==> config.mk <==
export PLATFORM = sky130hd
export DESIGN_NAME = usb_rx_phy_decoder
export DESIGN_NICKNAME = d
export VERILOG_FILES = /design/src/rtl/usb_rx_pkg.sv /design/src/rtl/usb_rx_bit_timer.sv /design/src/rtl/usb_rx_phy_decoder.sv
export SDC_FILE = /design/constraint.sdc
export NUM_CORES = 1
export LEC_CHECK = 0
export ABC_CLOCK_PERIOD_IN_PS = 3300
export BUFFER_PORTS_ARGS = -buffer_cell sky130_fd_sc_hd__buf_2
export CORE_MARGIN = 2
export CORE_UTILIZATION = 60
export DETAILED_ROUTE_END_ITERATION = 7
export PLACE_DENSITY = 0.85
export REMOVE_ABC_BUFFERS = 1
export SLEW_MARGIN = 15
export SYNTH_ARGS = -nofsm -noshare
export SYNTH_HDL_FRONTEND = slang
export SYNTH_SLANG_ARGS = --single-unit
==> constraint.sdc <==
create_clock -name clk -period 3.3 [get_ports clk]
set_input_delay 0.66 -clock clk [delete_from_list [all_inputs] [get_ports clk]]
set_output_delay 0.66 -clock clk [all_outputs]
set_load 0.01 [all_outputs]
==> src/rtl/usb_rx_pkg.sv <==
`default_nettype none
// ============================================================================
// Module      : usb_rx_pkg
// Description : Shared types and constants for the USB full-speed receive
//               front end: line-state encoding, receive FSM state codes,
//               SYNC / PID byte values and the D+/D- line-state decoder.
// Revision    : 1.0 - initial release
// ============================================================================
package usb_rx_pkg;

   // Differential line state as seen after synchronisation.
   typedef enum logic [1:0] {
      LS_J   = 2'd0,
      LS_K   = 2'd1,
      LS_SE0 = 2'd2,
      LS_SE1 = 2'd3
   } line_state_t;

   // Receive FSM state codes.
   typedef logic [2:0] rx_state_t;
   localparam logic [2:0] ST_IDLE     = 3'd0;
   localparam logic [2:0] ST_SYNC     = 3'd1;
   localparam logic [2:0] ST_DATA     = 3'd2;
   localparam logic [2:0] ST_EOP      = 3'd3;
   localparam logic [2:0] ST_ERR_WAIT = 3'd4;

   // Decoded SYNC pattern (LSB first on the wire) and common PIDs.
   localparam logic [7:0] SYNC_PATTERN = 8'h80;
   localparam logic [7:0] PID_DATA0    = 8'hC3;
   localparam logic [7:0] PID_ACK      = 8'hD2;

   // Full-speed polarity: J = D+ high, K = D- high.
   function automatic line_state_t decode_line(input logic dp, input logic dm);
      line_state_t ls;
      case ({dp, dm})
         2'b10:   ls = LS_J;
         2'b01:   ls = LS_K;
         2'b00:   ls = LS_SE0;
         default: ls = LS_SE1;
      endcase
      return ls;
   endfunction

endpackage : usb_rx_pkg
`default_nettype wire

==> src/rtl/usb_rx_bit_timer.sv <==
`default_nettype none
// ============================================================================
// Module      : usb_rx_bit_timer
// Description : Synchronises raw D+/D-, decodes the line state and recovers
//               bit timing. A cycle counter restarts on every line-state
//               change and otherwise wraps after BIT_PERIOD_BASE cycles
//               (one extra cycle on every LONG_BIT_EVERY-th bit), giving an
//               average of 8.33 clk per bit at 100 MHz.
// Ports       : clk, rst      - clock, asynchronous active-high reset
//               dp_i, dm_i    - raw asynchronous D+ / D-
//               line_o        - synchronised line state
//               sample_stb_o  - one-cycle strobe at the mid-bit sample point
// Revision    : 1.0 - initial release
// ============================================================================
module usb_rx_bit_timer
   import usb_rx_pkg::*;
#(
   parameter int BIT_PERIOD_BASE = 8,
   parameter int LONG_BIT_EVERY  = 3,
   parameter int SAMPLE_POINT    = 4
) (
   input  logic        clk,
   input  logic        rst,
   input  logic        dp_i,
   input  logic        dm_i,
   output line_state_t line_o,
   output logic        sample_stb_o
);

   localparam int CNT_W = $clog2(BIT_PERIOD_BASE + 2);
   localparam int IDX_W = (LONG_BIT_EVERY > 1) ? $clog2(LONG_BIT_EVERY) : 1;
   localparam logic [CNT_W-1:0] SHORT_LAST = CNT_W'(BIT_PERIOD_BASE - 1);
   localparam logic [CNT_W-1:0] LONG_LAST  = CNT_W'(BIT_PERIOD_BASE);
   localparam logic [CNT_W-1:0] SAMPLE_AT  = CNT_W'(SAMPLE_POINT);
   localparam logic [IDX_W-1:0] IDX_LAST   = IDX_W'(LONG_BIT_EVERY - 1);

   logic [1:0]       dp_sync_q;
   logic [1:0]       dm_sync_q;
   line_state_t      w_line;
   line_state_t      line_prev_q;
   logic             w_change;
   logic [CNT_W-1:0] cnt_q, cnt_d;
   logic [IDX_W-1:0] idx_q, idx_d;
   logic [CNT_W-1:0] w_last;

   // Two-flop synchronisers; reset to the idle J state so leaving reset
   // does not look like a line transition.
   always_ff @(posedge clk or posedge rst) begin
      if (rst) begin
         dp_sync_q <= 2'b11;
         dm_sync_q <= 2'b00;
      end else begin
         dp_sync_q <= {dp_sync_q[0], dp_i};
         dm_sync_q <= {dm_sync_q[0], dm_i};
      end
   end

   assign w_line   = decode_line(dp_sync_q[1], dm_sync_q[1]);
   assign w_change = (w_line != line_prev_q);
   assign w_last   = (idx_q == IDX_LAST) ? LONG_LAST : SHORT_LAST;

   // Any transition realigns both the cycle counter and the long-bit phase.
   always_comb begin
      cnt_d = cnt_q;
      idx_d = idx_q;
      if (w_change) begin
         cnt_d = '0;
         idx_d = '0;
      end else if (cnt_q >= w_last) begin
         cnt_d = '0;
         idx_d = (idx_q == IDX_LAST) ? '0 : idx_q + 1'b1;
      end else begin
         cnt_d = cnt_q + 1'b1;
      end
   end

   always_ff @(posedge clk or posedge rst) begin
      if (rst) begin
         line_prev_q <= LS_J;
         cnt_q       <= '0;
         idx_q       <= '0;
      end else begin
         line_prev_q <= w_line;
         cnt_q       <= cnt_d;
         idx_q       <= idx_d;
      end
   end

   // A transition landing exactly on the sample point would otherwise be
   // sampled twice (once now, once after the counter restarts).
   assign sample_stb_o = (cnt_q == SAMPLE_AT) && !w_change;
   assign line_o       = w_line;

endmodule : usb_rx_bit_timer
`default_nettype wire

==> src/rtl/usb_rx_phy_decoder.sv <==
`default_nettype none
// ============================================================================
// Module      : usb_rx_phy_decoder
// Description : USB full-speed receive front end. NRZI decode, bit
//               unstuffing, SYNC detection, byte assembly and EOP detection
//               on top of usb_rx_bit_timer.
// Ports       : clk, rst        - 100 MHz clock, asynchronous active-high reset
//               dp_in, dm_in    - raw asynchronous D+ / D-
//               rx_active       - high from SYNC accepted until EOP / error
//               rx_start        - pulse when SYNC matched
//               rx_byte         - last assembled byte (LSB first on wire)
//               rx_byte_valid   - pulse, rx_byte holds a new byte
//               rx_eop          - pulse on a valid EOP
//               rx_err          - pulse on any receive error
//               err_count       - saturating rx_err count (USB_RX_ERR_CNT_EN)
// Options     : define USB_RX_ERR_CNT_EN to add the err_count output.
// Revision    : 1.0 - initial release
// ============================================================================
module usb_rx_phy_decoder
   import usb_rx_pkg::*;
#(
   parameter int         BIT_PERIOD_BASE = 8,
   parameter int         LONG_BIT_EVERY  = 3,
   parameter int         SAMPLE_POINT    = 4,
   parameter logic [7:0] SYNC_BYTE       = SYNC_PATTERN
) (
   input  logic       clk,
   input  logic       rst,
   input  logic       dp_in,
   input  logic       dm_in,
   output logic       rx_active,
   output logic       rx_start,
   output logic [7:0] rx_byte,
   output logic       rx_byte_valid,
   output logic       rx_eop,
`ifdef USB_RX_ERR_CNT_EN
   output logic [7:0] err_count,
`endif
   output logic       rx_err
);

   line_state_t w_line;
   logic        w_stb;

   usb_rx_bit_timer #(
      .BIT_PERIOD_BASE (BIT_PERIOD_BASE),
      .LONG_BIT_EVERY  (LONG_BIT_EVERY),
      .SAMPLE_POINT    (SAMPLE_POINT)
   ) u_bit_timer (
      .clk          (clk),
      .rst          (rst),
      .dp_i         (dp_in),
      .dm_i         (dm_in),
      .line_o       (w_line),
      .sample_stb_o (w_stb)
   );

   rx_state_t   state_q, state_d;
   line_state_t prev_jk_q, prev_jk_d;
   logic [2:0]  ones_q, ones_d;
   logic [7:0]  sr_q, sr_d;
   logic [2:0]  bitcnt_q, bitcnt_d;
   logic [1:0]  se0cnt_q, se0cnt_d;
   logic        seen_se0_q, seen_se0_d;
   logic [2:0]  jcnt_q, jcnt_d;
   logic [7:0]  byte_q, byte_d;
   logic        active_q, active_d;
   logic        start_q, start_d;
   logic        valid_q, valid_d;
   logic        eop_q, eop_d;
   logic        err_q, err_d;
   logic        w_go_err;

   logic        w_is_jk;
   logic        w_bit;
   logic [7:0]  w_sr_next;

   assign w_is_jk   = (w_line == LS_J) || (w_line == LS_K);
   // NRZI: no transition since the previous J/K sample is a 1.
   assign w_bit     = (w_line == prev_jk_q);
   assign w_sr_next = {w_bit, sr_q[7:1]};

   always_comb begin
      state_d    = state_q;
      prev_jk_d  = prev_jk_q;
      ones_d     = ones_q;
      sr_d       = sr_q;
      bitcnt_d   = bitcnt_q;
      se0cnt_d   = se0cnt_q;
      seen_se0_d = seen_se0_q;
      jcnt_d     = jcnt_q;
      byte_d     = byte_q;
      active_d   = active_q;
      start_d    = 1'b0;
      valid_d    = 1'b0;
      eop_d      = 1'b0;
      err_d      = 1'b0;
      w_go_err   = 1'b0;

      if (w_stb) begin
         if (w_is_jk) begin
            prev_jk_d = w_line;
         end

         case (state_q)
            ST_IDLE: begin
               ones_d = '0;
               // The first K is already bit 0 of the SYNC pattern.
               if (w_line == LS_K) begin
                  sr_d     = w_sr_next;
                  bitcnt_d = 3'd1;
                  ones_d   = {2'b00, w_bit};
                  state_d  = ST_SYNC;
               end
            end

            ST_SYNC, ST_DATA: begin
               if ((w_line == LS_SE0) && (state_q == ST_DATA)) begin
                  state_d  = ST_EOP;
                  se0cnt_d = 2'd1;
               end else if (!w_is_jk) begin
                  w_go_err = 1'b1;
               end else if (ones_q == 3'd6) begin
                  // Stuffed bit: must be 0 and never enters the shift register.
                  ones_d = '0;
                  if (w_bit) begin
                     w_go_err = 1'b1;
                  end
               end else begin
                  sr_d     = w_sr_next;
                  bitcnt_d = bitcnt_q + 3'd1;
                  ones_d   = w_bit ? (ones_q + 3'd1) : 3'd0;
                  if (bitcnt_q == 3'd7) begin
                     if (state_q == ST_SYNC) begin
                        if (w_sr_next == SYNC_BYTE) begin
                           start_d  = 1'b1;
                           active_d = 1'b1;
                           state_d  = ST_DATA;
                        end else begin
                           w_go_err = 1'b1;
                        end
                     end else begin
                        byte_d  = w_sr_next;
                        valid_d = 1'b1;
                     end
                  end
               end
            end

            ST_EOP: begin
               case (w_line)
                  LS_SE0: begin
                     if (se0cnt_q != 2'd2) begin
                        se0cnt_d = se0cnt_q + 2'd1;
                     end
                  end
                  LS_J: begin
                     if (se0cnt_q == 2'd2) begin
                        eop_d    = 1'b1;
                        // A partial byte is flagged alongside the EOP.
                        err_d    = (bitcnt_q != 3'd0);
                        active_d = 1'b0;
                        state_d  = ST_IDLE;
                     end else begin
                        w_go_err = 1'b1;
                     end
                  end
                  default: w_go_err = 1'b1;
               endcase
            end

            ST_ERR_WAIT: begin
               case (w_line)
                  LS_SE0: begin
                     seen_se0_d = 1'b1;
                     jcnt_d     = '0;
                  end
                  LS_J: begin
                     if (seen_se0_q || (jcnt_q == 3'd7)) begin
                        state_d = ST_IDLE;
                     end else begin
                        jcnt_d = jcnt_q + 3'd1;
                     end
                  end
                  default: begin
                     seen_se0_d = 1'b0;
                     jcnt_d     = '0;
                  end
               endcase
            end

            default: state_d = ST_IDLE;
         endcase
      end

      if (w_go_err) begin
         err_d      = 1'b1;
         active_d   = 1'b0;
         state_d    = ST_ERR_WAIT;
         seen_se0_d = 1'b0;
         jcnt_d     = '0;
      end
   end

   always_ff @(posedge clk or posedge rst) begin
      if (rst) begin
         state_q    <= ST_IDLE;
         prev_jk_q  <= LS_J;
         ones_q     <= '0;
         sr_q       <= '0;
         bitcnt_q   <= '0;
         se0cnt_q   <= '0;
         seen_se0_q <= 1'b0;
         jcnt_q     <= '0;
         byte_q     <= 8'h00;
         active_q   <= 1'b0;
         start_q    <= 1'b0;
         valid_q    <= 1'b0;
         eop_q      <= 1'b0;
         err_q      <= 1'b0;
      end else begin
         state_q    <= state_d;
         prev_jk_q  <= prev_jk_d;
         ones_q     <= ones_d;
         sr_q       <= sr_d;
         bitcnt_q   <= bitcnt_d;
         se0cnt_q   <= se0cnt_d;
         seen_se0_q <= seen_se0_d;
         jcnt_q     <= jcnt_d;
         byte_q     <= byte_d;
         active_q   <= active_d;
         start_q    <= start_d;
         valid_q    <= valid_d;
         eop_q      <= eop_d;
         err_q      <= err_d;
      end
   end

   assign rx_active     = active_q;
   assign rx_start      = start_q;
   assign rx_byte       = byte_q;
   assign rx_byte_valid = valid_q;
   assign rx_eop        = eop_q;
   assign rx_err        = err_q;

`ifdef USB_RX_ERR_CNT_EN
   logic [7:0] err_cnt_q;

   always_ff @(posedge clk or posedge rst) begin
      if (rst) begin
         err_cnt_q <= 8'h00;
      end else if (err_q && (err_cnt_q != 8'hFF)) begin
         err_cnt_q <= err_cnt_q + 8'h01;
      end
   end

   assign err_count = err_cnt_q;
`endif

endmodule : usb_rx_phy_decoder
`default_nettype wire

### Word level (Yosys, flattened, before mapping)

Index checks and enable logic that the tools add are counted.

* output and inout port bits: 13
* word-level logic and storage cells: 192
* input port bits: 4
* flip-flop bits (word level): 50

* multiplexer cells: 95
* equality and inequality tests: 43
* bitwise logic cells: 3
* reductions and logical operators: 25
* magnitude comparators: 1
* add/subtract/negate cells: 6

Operators by type and width (number)
* two-way mux 3 bit: 25
* two-way mux 1 bit: 47
* inequality test 3 bit (second input constant): 12
* two-way mux 8 bit: 4
* inequality test 4 bit (second input constant): 5
* inequality test 2 bit (second input constant): 9
* one-hot mux 8 bit (2 select lines): 1
* equality test 3 bit (second input constant): 4
* two-way mux 2 bit: 6
* two-way mux 4 bit: 3
* one-hot mux 3 bit (2 select lines): 2
* one-hot mux 3 bit (4 select lines): 1
* AND reduction 11 bit: 1
* AND reduction 10 bit: 1
* nonzero test 2 bit: 5
* adder 3 x 1 -> 3 bit (second input constant): 3
* equality test 2 bit (second input constant): 4
* equality test 8 bit (second input constant): 1
* one-hot mux 1 bit (2 select lines): 4
* AND reduction 7 bit: 1
* equality test 3 x 2 -> 1 bit (second input constant): 2
* one-hot mux 2 bit (3 select lines): 1
* AND reduction 3 bit: 2
* AND reduction 6 bit: 1
* other kinds (20): 28

### Longest topological paths before layout

Gate-level depths: netlist of run 1.

* depth after elaboration: 14
* gate-level depth with buffers: 9
* gate-level depth less buffers: 7

### Cells and area by module

From an unflattened synthesis of run 1, not the netlist that was laid out.

* cells, all modules: 241
* area total of the unflattened synthesis: 2560.0 um^2

By module, submodules not included
* usb_rx_phy_decoder: cells an instance 190, area each 1984.4 um^2, times used 1, sequential area each 925.9 um^2
* usb_rx_bit_timer: cells an instance 51, area each 575.6 um^2, times used 1, sequential area each 302.8 um^2

### Worst setup path before layout of run 1

No wires, ideal clock.

* kind: reg-to-reg
* start point: reg u_bit_timer.dp_sync_q[1]
* end point: reg seen_se0_q
* stages on the path, launching flop included: 9
* path slack: 0.818 ns
* data arrival time: 2.341 ns
* required time: 3.160 ns
* library setup time: 0.140 ns
* path through: dfstp_2 > inv_1 > ha_1 > buf_4 > xnor2_2 > a2111oi_4 > or3b_1 > a2111oi_4 > o21ai_1

* cells in the longest elaborated chain, start to end: 14

Ends and longest elaborated chain
* from (decl): RTL line usb_rx_bit_timer.sv:37 `logic [1:0] dp_sync_q;`
* from (signal assigned): RTL line usb_rx_bit_timer.sv:53 `dp_sync_q <= {dp_sync_q[0], dp_i};`
* equality test 2 x 1 -> 1 bit (tied with other cells): RTL line usb_rx_pkg.sv:35 `case ({dp, dm})`
* one-hot mux 2 bit (3 select lines) *: RTL line usb_rx_pkg.sv:35
* equality test 2 bit: RTL line usb_rx_phy_decoder.sv:80 `assign w_bit = (w_line == prev_jk_q);`
* equality test 8 bit: RTL line usb_rx_phy_decoder.sv:135 `if (w_sr_next == SYNC_BYTE) begin`
* two-way mux 1 bit: RTL line usb_rx_phy_decoder.sv:135
* two-way mux 1 bit: RTL line usb_rx_phy_decoder.sv:134 `if (state_q == ST_SYNC) begin`
* two-way mux 1 bit: RTL line usb_rx_phy_decoder.sv:133 `if (bitcnt_q == 3'd7) begin`
* two-way mux 1 bit: RTL line usb_rx_phy_decoder.sv:123 `end else if (ones_q == 3'd6) begin`
* two-way mux 1 bit: RTL line usb_rx_phy_decoder.sv:121 `end else if (!w_is_jk) begin`
* two-way mux 1 bit: RTL line usb_rx_phy_decoder.sv:118 `if ((w_line == LS_SE0) && (state_q == ST_DATA)) begin`
* one-hot mux 1 bit (2 select lines): RTL line usb_rx_phy_decoder.sv:105 `case (state_q)`
* two-way mux 1 bit: RTL line usb_rx_phy_decoder.sv:100 `if (w_stb) begin`
* inequality test 2 bit (no source line) or nonzero test 2 bit (tied branches)
* AND reduction 3 bit (no source line)
* to (signal assigned): RTL line usb_rx_phy_decoder.sv:228 `seen_se0_q <= seen_se0_d;`
* to (decl): RTL line usb_rx_phy_decoder.sv:64 `logic seen_se0_q, seen_se0_d;`

Mark *: on every way between the ends. The rest lies on a longest branch, timed or not. The select of a mux whose other input is x is not followed.
A chain may end at the register's enable or synchronous reset.

### Worst setup path in the final report of run 1

* start point: reg u_bit_timer.dp_sync_q[1]
* end point: reg byte_q[3], in the netlist rx_byte[3]

* cells in the longest elaborated chain, start to end: 6

Ends and longest elaborated chain
* equality test 2 x 1 -> 1 bit (tied with other cells): RTL line usb_rx_pkg.sv:35
* one-hot mux 2 bit (3 select lines) *: RTL line usb_rx_pkg.sv:35
* inequality test 2 bit or equality test 2 bit (tied branches): RTL line usb_rx_bit_timer.sv:59, usb_rx_phy_decoder.sv:118
* logical NOT 1 bit or logical AND 1 bit (tied branches): RTL line usb_rx_bit_timer.sv:91, usb_rx_phy_decoder.sv:118
* logical AND 1 bit or inverter 1 bit (tied branches)
* AND reduction 7 bit (no source line) *
* to (signal assigned): RTL line usb_rx_phy_decoder.sv:230 `byte_q <= byte_d;`
* to (decl): RTL line usb_rx_phy_decoder.sv:66 `logic [7:0] byte_q, byte_d;`

Mark *: on every way between the ends. The rest lies on a longest branch, timed or not.

==> run metrics, run 1 <==
outcome=completed; fin nets=279; Post-synth EDFFs=0; Detailed Routing Iterations Pass 1=4; number of cells on the critical path=7; DR vias/cell=5.765; clk slew on worst S/H paths=0.08 ns; fin util=0.6926; Distinct cells, synth=53; Crit. Startpoint=u_bit_timer.dp_sync_q[1]; WP data required=3.49 ns; critical path fanouts, max=11; core footprint=0.004086 mm^2; Port-buffer cells=16; worst skew pair latency=0.31 ns; layout cells sized above 1=0.2140; WL final=4535 um; Worst Path Arrival=3.08 ns; drt wl/cell=14.77 um; Resized cells post-CTS=0; CTS tree=yes; CP Cell Sequence=inv_1 > ha_1 > xor2_2 > o211ai_1 > or2_1 > nor2_4 > mux2_2; Initial Utilization=0.6378; final non-filler cell total=307; total clock sinks=49; postcts setup bufs=0; GRT Overall Usage=0.2118; Worst Setup EP=rx_byte[3]; crit-path max cell delay=0.55 ns; Synth Cell Area=0.002606 mm^2; Routed Antenna Nets=0; final slew viol count=0; Clk Tree Root Cell=clkbuf_8; CP startpoint kind=flop; first-pass GRT wire length=8300 um; GRT overflow=0; Remaining DRCs=0; Final Hold Violating Endpoints=0; Max Freq=346.8 MHz; IO Count=17; Final Instance Area=0.002830 mm^2; most numerous cell in the Yosys netlist=dfrtp_1; delay-heaviest family, CP=simple AND/OR/NAND/NOR gates; CP max stage cell=dfstp_2; Ys Warns=0; Final setup viols=0; Avg Cell Area, Syn=10.86 um^2; via count=1,770; Pleak=1.392 nW; initial antenna violation count=0; die width=69.91 um; worst reg2reg path depth=7; die area=0.004887 mm^2; most common library cells after synthesis=47 x dfrtp_1, 19 x ha_1, 18 x mux2_2, 18 x o21ai_0, 16 x inv_1; Area contributors post-synth=dfrtp_1 45%, ha_1 9.1%, mux2_2 7.8%, o21ai_0 3.5%, inv_1 2.3%; Fillers=303; PwrDens=404.1 mW/mm^2; CTS H-tree depth=2; peak supply drop=0.0002667 V; minimum clock period=2.883 ns; maxcap violations=0; gpl congestion=0.9011; CP endpoint kind=flop; Clock Tree Buf Depth=2; top_reg_cell synth=dfrtp_1; clk_skew=0.01252 ns; initial drt markers=103; CP Class=flop to flop; Post-DP Area=0.002719 mm^2; RSZ-0062 raised after global routing=false; HP Class=flop to flop; pin count of the biggest net entering global routing=50; register area share after synthesis=0.4714; Area growth, synth to finish=8.593%; Least-Margin Pin Slew=0.9685 ns; vias in the first global route=1,740; Diodes inserted=0; RR Startpoint=u_bit_timer.dp_sync_q[1]; placed instance count=299; setup TNS=0 ns; hold buffers post-CTS=0; cts bufs inserted=5; Die Y=69.91 um; area leader, netlist=dfrtp_1; final worst-path cycle share=0.8738; Buf/Inv on CP=1; FF-to-FF End=rx_byte[3]; Hold Startpoint=u_bit_timer.dp_sync_q[0]; worst relative slew slack=0.3534; Yosys top cell area share=0.4513; ys async rst share=1.000; Rows=23; post-DP HPWL=3276 um; #FFs+latches synth=49; r2r setup slk=0.42 ns; Gate Count Post-Synth=240
## registers in the layout (all words and copies together), names as in the netlist
register / flops
rx_byte: 8
sr_q: 7
u_bit_timer.cnt_q: 4
bitcnt_q: 3
jcnt_q: 3
ones_q: 3
state_q: 3
prev_jk_q: 2
se0cnt_q: 2
u_bit_timer.dm_sync_q: 2
u_bit_timer.dp_sync_q: 2
u_bit_timer.idx_q: 2
u_bit_timer.line_prev_q: 2
rx_active: 1
rx_byte_valid: 1
rx_eop: 1
rx_err: 1
rx_start: 1
seen_se0_q: 1
## worst min-delay path by stage
stage	to	slack, ns	cells after the start
finish	u_bit_timer.dp_sync_q[1]	0.36	0
global route	u_bit_timer.dm_sync_q[1]	0.37	0
CTS	u_bit_timer.dp_sync_q[1]	0.36	0
detailed placement	u_bit_timer.dm_sync_q[1]	0.34	0
global placement	u_bit_timer.dm_sync_q[1]	0.33	0
floorplan	u_bit_timer.dm_sync_q[1]	0.33	0
## final cells by class
type                            instances  area, um^2  share of cell area
Clock buffer                            6       72.57             0.02564
Clock inverter                          2       38.79             0.01370
Inverter                               16       60.06             0.02122
Multi-Input combinational cell        167        1280              0.4523
Sequential cell                        49        1229              0.4341
Tap cell                               50       62.56             0.02210
Timing Repair Buffer                   17       87.58             0.03095
## metrics by stage
| step | power [mW] | hold WS, ns | setup WS (ns) |
|---|---|---|---|
| floorplan | 0.7072 | 0.3312 | 0.4505 |
| global placement | 0.7244 | 0.3334 | 0.5444 |
| detailed placement | 0.7291 | 0.3418 | 0.4578 |
| CTS | 1.154 | 0.3637 | 0.4473 |
| global route | 1.198 | 0.3696 | 0.2293 |
| finish | 1.144 | 0.3621 | 0.4165 |
## cell families (layout without fill, tap and decap cells)
| logic type | count (synthesis) | count (layout) | share of synthesized area |
|---|---|---|---|
| mux | 19 | 19 | 0.08161 |
| xor+xnor | 5 | 5 | 0.02257 |
| compound gates | 51 | 51 | 0.1392 |
| fa+ha+maj | 19 | 19 | 0.09122 |
| flops | 49 | 49 | 0.4714 |
| simple gates | 73 | 73 | 0.1565 |
| buf+inv | 24 | 41 | 0.03744 |
## cells in the final DEF (no fill, tap or decap), types with 2 or more instances in the layout
cell type,instances
nand2_1,13
nor3b_1,3
nand2b_1,5
clkbuf_8,5
a22oi_1,2
o21a_1,2
xnor2_1,2
dfrtp_1,47
nor2_1,15
inv_1,15
ha_1,19
nand3_1,8
or3_1,4
buf_2,16
a2111oi_4,2
nand4b_1,3
o21ai_0,18
o41ai_1,2
and3_1,2
dfstp_2,2
nor2b_1,3
a21o_1,4
mux2_2,18
and2_1,2
nor3_1,5
a21oi_1,9
## report_power, final
part           internal [mW]  leakage (nW)  total (mW)  switching (mW)
combinational         0.0355         0.670      0.0913          0.0558
clock                  0.228        0.0554       0.427           0.200
sequential             0.614         0.667       0.625          0.0117
total                  0.877          1.39        1.14           0.267
## per-layer routing
layer	global-route usage	vias to the layer above	part of all wire
met3	0.04040	8	0.034
met2	0.3270	32	0.48
met4	0.08547	0	0.019
li1	-	880	-
met5	0	-	0
met1	0.2963	850	0.47
Power figures use the tool's default switching activity.
==> inputs of run 2 (changes only) <==
--- a/config.mk
+++ b/config.mk
@@ -7,6 +7,7 @@
 export LEC_CHECK = 0
 export ABC_CLOCK_PERIOD_IN_PS = 3300
 export BUFFER_PORTS_ARGS = -buffer_cell sky130_fd_sc_hd__buf_2
+export CORE_ASPECT_RATIO = 1.75
 export CORE_MARGIN = 2
 export CORE_UTILIZATION = 60
 export DETAILED_ROUTE_END_ITERATION = 7
==> run 2 against run 1 <==
  * Final cell count down 0.33%
  * Via count increased by 5.0%
  * Core utilization shrank 1.7 points
  * Clock-buffer cell count decreased by 1
  * Critical endpoint is now rx_byte[4]
  * Largest cell class unchanged
==> run metrics, run 2 (synthesis gave the netlist of run 1 again) <==
CTS tree=yes; outcome=completed; Crit. Startpoint=u_bit_timer.dp_sync_q[1]; RSZ-0062 raised after global routing=false; Clk Tree Root Cell=clkbuf_8; Sequential Area=0.001229 mm^2; initial antenna violation count=0; clock network power share=0.325; clk_skew=0.009244 ns; Resized cells post-CTS=0; drt wl/cell=15.60 um; maxcap violations=0; worst relative slew slack=0.3461; fin nets=279; sequential fraction of design power=0.590; final non-filler cell total=306; sw frac=0.2505; Final Hold Violating Endpoints=0; Clock Tree Buf Depth=2; final slew viol count=0; Area growth, synth to finish=7.585%; Multi-input gate area=0.001280 mm^2; power share of the combinational group=0.085; cts bufs inserted=5; Max Freq=350.2 MHz; Hold Path Stages=0; most common cell after layout, fill and taps aside=dfrtp_1; Final setup viols=0; core footprint=0.004150 mm^2; PwrDens=378.5 mW/mm^2; final worst-path cycle share=0.8654; worst skew pair latency=0.31 ns; Rows=31; die width=53.82 um; initial drt markers=51; Fillers=321; placed instance count=298; Least-Margin Pin Slew=0.9795 ns; die area=0.004908 mm^2; GRT Overall Usage=0.2288; setup TNS=0 ns; Remaining DRCs=0; worst reg2reg path depth=7; Diodes inserted=0; CP endpoint kind=flop; CP Class=flop to flop; via count=1,859; postcts setup bufs=0; IO Count=17; total clock sinks=49; pin count of the biggest net entering global routing=50; Worst Path Arrival=3.06 ns; post-DP HPWL=3477 um; RR Startpoint=u_bit_timer.dp_sync_q[1]; Detailed Routing Iterations Pass 1=6; Routed Antenna Nets=0; minimum clock period=2.856 ns; Port-buffer cells=16; FF-to-FF End=rx_byte[4]; hold buffers post-CTS=0; GRT overflow=0; r2r setup slk=0.44 ns; most frequent cells in the layout=47 x dfrtp_1, 19 x ha_1, 18 x mux2_2, 18 x o21ai_0, 16 x buf_2; WP data required=3.50 ns; CTS H-tree depth=2; CP startpoint kind=flop; Die Y=91.19 um; sw power=0.2658 mW; DR vias/cell=6.075; worst hold path endpoint=u_bit_timer.dm_sync_q[1]; critical path fanouts, max=11; first-pass GRT wire length=8314 um; WL final=4775 um; peak supply drop=0.0003305 V; HP Class=flop to flop; gpl congestion=0.8828; Initial Utilization=0.6280; P_int=0.7954 mW; clk slew on worst S/H paths=0.09 ns; Pleak=1.381 nW; layout cells sized above 1=0.2179; number of flip-flops under the largest register name=8; vias in the first global route=1,872; Hold Startpoint=u_bit_timer.dm_sync_q[0]
run 2: metrics by stage:
step	setup slack, ns	util	hold slack [ns]	cell area (um^2)	power, mW
floorplan	0.4505	-	0.3312	2569	0.7072
global placement	0.5385	0.6548	0.3346	2718	0.7254
detailed placement	0.4887	0.6548	0.3426	2718	0.7287
CTS	0.4475	0.6756	0.3607	2804	1.075
global route	0.2801	0.6756	0.3671	2804	1.110
finish	0.4442	0.6756	0.3590	2804	1.061
run 2: how the worst max path moves through the flow:
stage | to | slack [ns] | cells past startpoint
2_1_floorplan | sr_q[1] | 0.45 | 6
4_1_cts | rx_byte[1] | 0.45 | 7
5_1_grt | rx_byte[5] | 0.28 | 7
6_report | rx_byte[4] | 0.44 | 7
3_5_place_dp | rx_byte[4] | 0.49 | 7
3_3_place_gp | rx_byte[0] | 0.54 | 7
run 2: final cells by class:
class / instances / area share
multi-input combinational: 167 / 0.4565
sequential: 49 / 0.4382
timing repair buffer: 17 / 0.03124
clock buffer: 5 / 0.02454
tap: 49 / 0.02187
inverter: 16 / 0.02142
clock inverter: 3 / 0.006247
run 2: per-layer routing:
layer  global-route usage  vias to the layer above  wire length (um)
li1                     -                      879                 -
met1               0.2615                      915              1843
met4               0.1111                        0               130
met5                    0                        -                 0
met3              0.03289                       16               148
met2               0.3943                       49              2653
run 2: worst max-delay path, cell delays in order (launching register included):
cell and delay, ns:
dfstp_2 0.55, inv_1 0.07, ha_1 0.45, xor2_2 0.20, o211ai_1 0.39, or2_1 0.42
nor2_4 0.28, mux2_2 0.38
run 2: power groups by stage:
stage | Sequential, mW | Combinational, mW | Clock [mW]
after floorplan | 0.634 | 0.0727 | 0
after global placement | 0.637 | 0.0884 | 0
after detailed placement | 0.638 | 0.0911 | 0
after CTS | 0.626 | 0.0918 | 0.358
after global routing | 0.628 | 0.106 | 0.376
final | 0.626 | 0.0907 | 0.345
